===== config.mk =====
export PLATFORM = sky130hd
export DESIGN_NAME = icache
export DESIGN_NICKNAME = d
export VERILOG_FILES = /design/src/rtl/icache.sv
export SDC_FILE = /design/constraint.sdc
export NUM_CORES = 2
export LEC_CHECK = 0
export CAP_MARGIN = 20
export CORE_ASPECT_RATIO = 1.75
export CORE_UTILIZATION = 45
export CTS_CLUSTER_DIAMETER = 100
export DETAILED_ROUTE_END_ITERATION = 8
export DONT_BUFFER_PORTS = 1
export PLACE_DENSITY = 0.69
export SKIP_CTS_REPAIR_TIMING = 1
export SYNTH_ARGS = -nofsm -noshare
export SYNTH_HDL_FRONTEND = slang
export SYNTH_SLANG_ARGS = --single-unit

===== constraint.sdc =====
create_clock -name clk -period 49.9 [get_ports clk]
set_clock_uncertainty 0.1 [all_clocks]
set_input_delay 14.97 -clock clk [delete_from_list [all_inputs] [get_ports clk]]
set_output_delay 14.97 -clock clk [all_outputs]
set_load 0.01 [all_outputs]

===== src/rtl/icache.sv =====
// Direct-mapped read-only instruction cache: fetch port on the hit path, line refill from off-chip on miss.
// Latency: hit returns one cycle after accept; a miss costs refill plus ready-drain plus one replay cycle.
// Backpressure: fetch_ready drops from the missing lookup until the replay; off-chip ready must fall before read_en can reassert.
module icache #(
    parameter int LINE_BYTES = 16,
    parameter int NUM_LINES  = 16,
    parameter int ADDR_W     = 32
) (
    input  logic                    clk,
    input  logic                    rst,
    input  logic                    fetch_req,
    input  logic [ADDR_W-1:0]       fetch_addr,
    output logic                    fetch_ready,
    output logic                    fetch_valid,
    output logic [31:0]             fetch_instr,
    input  logic                    flush,
    output logic                    offchip_mem_read_en,
    output logic [ADDR_W-1:0]       offchip_mem_addr,
    input  logic [LINE_BYTES*8-1:0] offchip_mem_data,
    input  logic                    offchip_mem_ready,
    output logic [31:0]             perf_hits,
    output logic [31:0]             perf_misses
);
    localparam int OFF_W  = $clog2(LINE_BYTES);
    localparam int IDX_W  = $clog2(NUM_LINES);
    localparam int TAG_W  = ADDR_W - OFF_W - IDX_W;
    localparam int LINE_W = LINE_BYTES * 8;

    typedef enum logic [1:0] {IDLE, LOOKUP, REFILL, DRAIN} state_t;

    state_t                 state_q, state_d;
    logic [ADDR_W-1:0]      addr_q;
    logic [NUM_LINES-1:0]   valid_q;
    logic [TAG_W-1:0]       tag_q  [NUM_LINES];
    logic [LINE_W-1:0]      data_q [NUM_LINES];
    logic                   flush_pend_q;
    logic                   replay_q;

    logic [IDX_W-1:0]       idx;
    logic [TAG_W-1:0]       tag;
    logic [OFF_W-1:0]       byte_off;
    logic                   hit;
    logic                   accept, count_hit, count_miss, start_refill, fill, drain_done;
    logic                   flush_now;

    assign idx      = addr_q[OFF_W +: IDX_W];
    assign tag      = addr_q[ADDR_W-1 -: TAG_W];
    assign byte_off = addr_q[OFF_W-1:0] & ~OFF_W'(3);
    assign hit      = valid_q[idx] && (tag_q[idx] == tag);

    always_comb begin
        state_d      = state_q;
        fetch_ready  = 1'b0;
        fetch_valid  = 1'b0;
        fetch_instr  = '0;
        accept       = 1'b0;
        count_hit    = 1'b0;
        count_miss   = 1'b0;
        start_refill = 1'b0;
        fill         = 1'b0;
        drain_done   = 1'b0;
        case (state_q)
            IDLE: begin
                fetch_ready = 1'b1;
                if (fetch_req) begin
                    accept  = 1'b1;
                    state_d = LOOKUP;
                end
            end
            LOOKUP: begin
                if (hit) begin
                    fetch_valid = 1'b1;
                    fetch_instr = data_q[idx][{byte_off, 3'b000} +: 32];
                    count_hit   = 1'b1;
                    fetch_ready = 1'b1;
                    accept      = fetch_req;
                    state_d     = fetch_req ? LOOKUP : IDLE;
                end else begin
                    // a replayed lookup was already counted as a miss when first seen
                    count_miss = !replay_q;
                    if (offchip_mem_ready) begin
                        state_d = DRAIN;
                    end else begin
                        start_refill = 1'b1;
                        state_d      = REFILL;
                    end
                end
            end
            REFILL: begin
                if (offchip_mem_ready) begin
                    fill    = 1'b1;
                    state_d = DRAIN;
                end
            end
            DRAIN: begin
                if (!offchip_mem_ready) begin
                    drain_done = 1'b1;
                    state_d    = LOOKUP;
                end
            end
            default: state_d = IDLE;
        endcase
    end

    // flush during refill/drain is deferred so the in-flight line is discarded too
    assign flush_now = (flush && (state_q == IDLE || state_q == LOOKUP)) ||
                       (drain_done && (flush_pend_q || flush));

    always_ff @(posedge clk) begin
        if (rst) begin
            state_q             <= IDLE;
            addr_q              <= '0;
            valid_q             <= '0;
            flush_pend_q        <= 1'b0;
            replay_q            <= 1'b0;
            offchip_mem_read_en <= 1'b0;
            offchip_mem_addr    <= '0;
            perf_hits           <= '0;
            perf_misses         <= '0;
        end else begin
            state_q  <= state_d;
            replay_q <= drain_done;
            if (accept) addr_q <= fetch_addr;
            if (start_refill) begin
                offchip_mem_read_en <= 1'b1;
                offchip_mem_addr    <= {addr_q[ADDR_W-1:OFF_W], {OFF_W{1'b0}}};
            end
            if (fill) offchip_mem_read_en <= 1'b0;
            if (count_hit)  perf_hits   <= perf_hits + 32'd1;
            if (count_miss) perf_misses <= perf_misses + 32'd1;
            if (fill) valid_q[idx] <= 1'b1;
            if (flush_now) valid_q <= '0;
            if (flush && (state_q == REFILL || state_q == DRAIN)) flush_pend_q <= 1'b1;
            if (drain_done) flush_pend_q <= 1'b0;
        end
    end

    always_ff @(posedge clk) begin
        if (fill && !rst) begin
            data_q[idx] <= offchip_mem_data;
            tag_q[idx]  <= tag;
        end
    end
endmodule


==> impl_metrics.tcl <==
set metrics [dict create \
    p_sw_w 0.00112 \
    fill_cells 17100 \
    drc 0 \
    clk_latency_ns 0.89 \
    synth_commonest_cells "edfxtp_1, mux4_2, clkbuf_1, mux2i_1, dfxtp_1" \
    fp-row-count 228 \
    cts_tree "yes" \
    grt_overflow 0 \
    rsz0062_at_grt "no" \
    p_leak_nw 33.4 \
    fmax_ghz 0.0451 \
    grt_pass1_wl_mm 330 \
    crit_chain "buf_4, buf_4, buf_16, buf_4, nor2_1, a22oi_1, nand3_1, a221oi_1, nor2_1, a211o_1, or4_4, buf_4, nor2b_1" \
    clock-root-buffer "clkbuf_16" \
    ios 296 \
    syn_area_um2 100000 \
    synth_ff_type "edfxtp_1" \
    clkPwrFrac_pct 36.3 \
    power.internal_w 0.00366 \
    cp.arrival_ns 7.12 \
    cap_violations 0 \
    cp.required_ns 34.83 \
    synth_warnings 0 \
    status "finished, final reports clean" \
    fin_nets 4730 \
    cp_top_family "buffers and inverters" \
    drtPass1Iterations 6 \
    place_ws_ns 28.00 \
    path_max_fanout 47 \
    hp-start "flush_pend_q$_SDFFE_PP0P_" \
    hold_viol_final 0 \
    dp_hpwl_mm 118 \
    area_delta_synth_final_pct 10.7 \
    htreeDepth 4 \
    slew_headroom_pct 21.9 \
    ys_seq_elements 2579 \
    ys_seq_area_share_pct 75.9 \
    worstMarginPinSlew_ns 1.17 \
    critPathMaxStageDelay_ns 0.81 \
    antenna_found_initial 25 \
    clk_path_buf_depth 4 \
    peakVddDrop_mv 0.0329 \
    fin_crit_ns 22.19 \
    ys_async_sr_fraction_pct 0 \
    drtAntennaViolNets 0 \
    grt_max_degree 191 \
    clk_pin_slew_ns 0.07 \
    avgSynthCellArea_um2 22.3 \
    p_comb_share_pct 12.7 \
    via_count 46100 \
    power_frac_seq_pct 51.0 \
    worstSetupStartpointType "flip-flop" \
    start_util_pct 45.4 \
    drt_iter0_markers 5168 \
    setup_viol 0 \
    synth_top_cell_by_area "edfxtp_1" \
    die_h_um 626 \
    core-area_um2 221000 \
    drive_above_1_share_pct 25.5 \
    port_buffers 0 \
    design.die.area_um2 225000 \
    routed_wl_mm 230 \
    synth_edf_count 2432 \
    synth.most_common_cell "edfxtp_1" \
    fin_ws_ns 27.71 \
    path_class "flip-flop to output port" \
    cts_buffers 225 \
    cts_sinks 2579 \
    power.density_nw_per_um2 43.1 \
    drv_slew 0 \
    cp_slowest_cell "dfxtp_4" \
    setup_tns_ns 0 \
    netlist_top_cells_area "edfxtp_1, mux4_2, dfxtp_1" \
    hp-class "flip-flop to flip-flop" \
    yosysTopAreaCellShare_pct 72.9 \
    viasPerCell 6.06 \
    synthDistinctLibCells 78 \
    synthCells 4491 \
    die_width_um 359 \
    gp_congestion 0.797 \
    routedWlPerCell_um 30.3 \
    crit_path_end_kind "output port" \
    cp_common_cell "buf_4" \
    switching_share_pct 23.5 \
    grt.total_usage_pct 20.4 \
    cp.buffers_inverters 5 \
    grt_pass1_vias 47600 \
    finalCritPeriodShare_pct 44.5 \
]
## placed cells by master, fill, tap and decap left out, types with 9 or more instances in the layout
cell       instances
nor2_4            12
buf_12            14
mux4_2           733
clkinv_2          42
a22oi_1           21
nor2_1            69
o21ai_0           20
nor2b_1           66
clkbuf_1          35
and3_1            12
buf_4             69
inv_1             25
nand2_1           66
mux2_2            26
nand3_1           32
mux2_1             9
or4_1             33
edfxtp_1        2432
nand2b_1          95
clkinv_1          46
xor2_1            10
o31ai_1           28
or3_1             13
nor4_1            18
mux2i_1          151
a21oi_1           60
nand4_1           18
and4_1             9
dfxtp_1          141
nor3_1            12
bufinv_16         24
clkbuf_16        228
## per-layer routing
metal / part of all wire [%] / vias to the layer above / global-route usage, %
met3: 9.4 / 336 / 5.35
met5: 0.020 / - / 0
met4: 2.5 / 8 / 5.26
met2: 49 / 1884 / 33.5
met1: 39 / 24800 / 27.1
li1: - / 19100 / -
## through the flow
stage,power [W],hold WS [ns],util [%],cell area [um^2],cells
2_1_floorplan,0.00292,0.331,-,100000,4494
3_3_place_gp,0.00309,0.344,46.9,104000,7203
3_5_place_dp,0.00310,0.347,46.9,104000,7204
4_1_cts,0.00482,0.360,50.2,111000,7602
5_1_grt,0.00492,0.388,50.2,111000,7606
6_report,0.00478,0.372,50.2,111000,7606
## area by class of cell
cell class / count / area (um^2) / area share [%]
flip-flops and latches: 2579 / 76000 / 68.5
multi-input cells: 1638 / 23100 / 20.8
clock buffers: 265 / 5860 / 5.29
well taps: 2875 / 3600 / 3.24
clock inverters: 133 / 1320 / 1.19
repair buffers: 87 / 908 / 0.819
inverters: 28 / 113 / 0.102
diodes: 1 / 2.50 / 0.00226
## worst reg2reg max path, stage by stage, from the launching register on
cell and delay [ns]:
dfxtp_4 0.81, buf_4 0.71, buf_4 0.49, buf_16 0.31
buf_4 0.86, nor2_1 0.24, a22oi_1 0.25, nand3_1 0.11
a221oi_1 0.41, nor2_1 0.20, a211o_1 0.32, or4_4 0.71
buf_4 0.47, a21oi_4 0.45, buf_4 0.54, mux2i_1 0.28
## registers in the layout, indices dropped and copies added, names as in the netlist, named ones only
| signal | cells |
|---|---|
| data_q | 2048 |
| tag_q | 384 |
| perf_hits | 32 |
| perf_misses | 32 |
| addr_q | 30 |
| offchip_mem_addr | 28 |
| valid_q | 16 |
| state_q | 2 |
| flush_pend_q | 1 |
| offchip_mem_read_en | 1 |
| replay_q | 1 |
## final timing paths
check                              end  slack [ns]  cells after the start
max reg2reg    addr_q[14]$_SDFFE_PP0P_       42.57                     15
max                    fetch_instr[13]       27.71                     13
min          flush_pend_q$_SDFFE_PP0P_        0.37                      2
min reg2reg  flush_pend_q$_SDFFE_PP0P_        0.37                      2
## power by group through the flow
stage	Sequential [W]	Clock (W)	Combinational, W
3_3_place_gp	0.00248	0	0.000609
5_1_grt	0.00244	0.00184	0.000644
4_1_cts	0.00244	0.00177	0.000615
2_1_floorplan	0.00246	0	0.000460
3_5_place_dp	0.00249	0	0.000613
6_report	0.00244	0.00173	0.000608
## cells by family after synthesis
group / after synthesis / share of synthesized area, %
flip-flops: 2579 / 75.9
multiplexers: 927 / 18.6
AND/OR/NAND/NOR: 495 / 2.79
buffers and inverters: 277 / 1.25
AO/OA/AOI/OAI: 188 / 1.27
XOR/XNOR: 18 / 0.157
adder cells (fa/ha/maj): 6 / 0.0750
other: 1 / 0.00374
(Power assumes the default switching activity.)
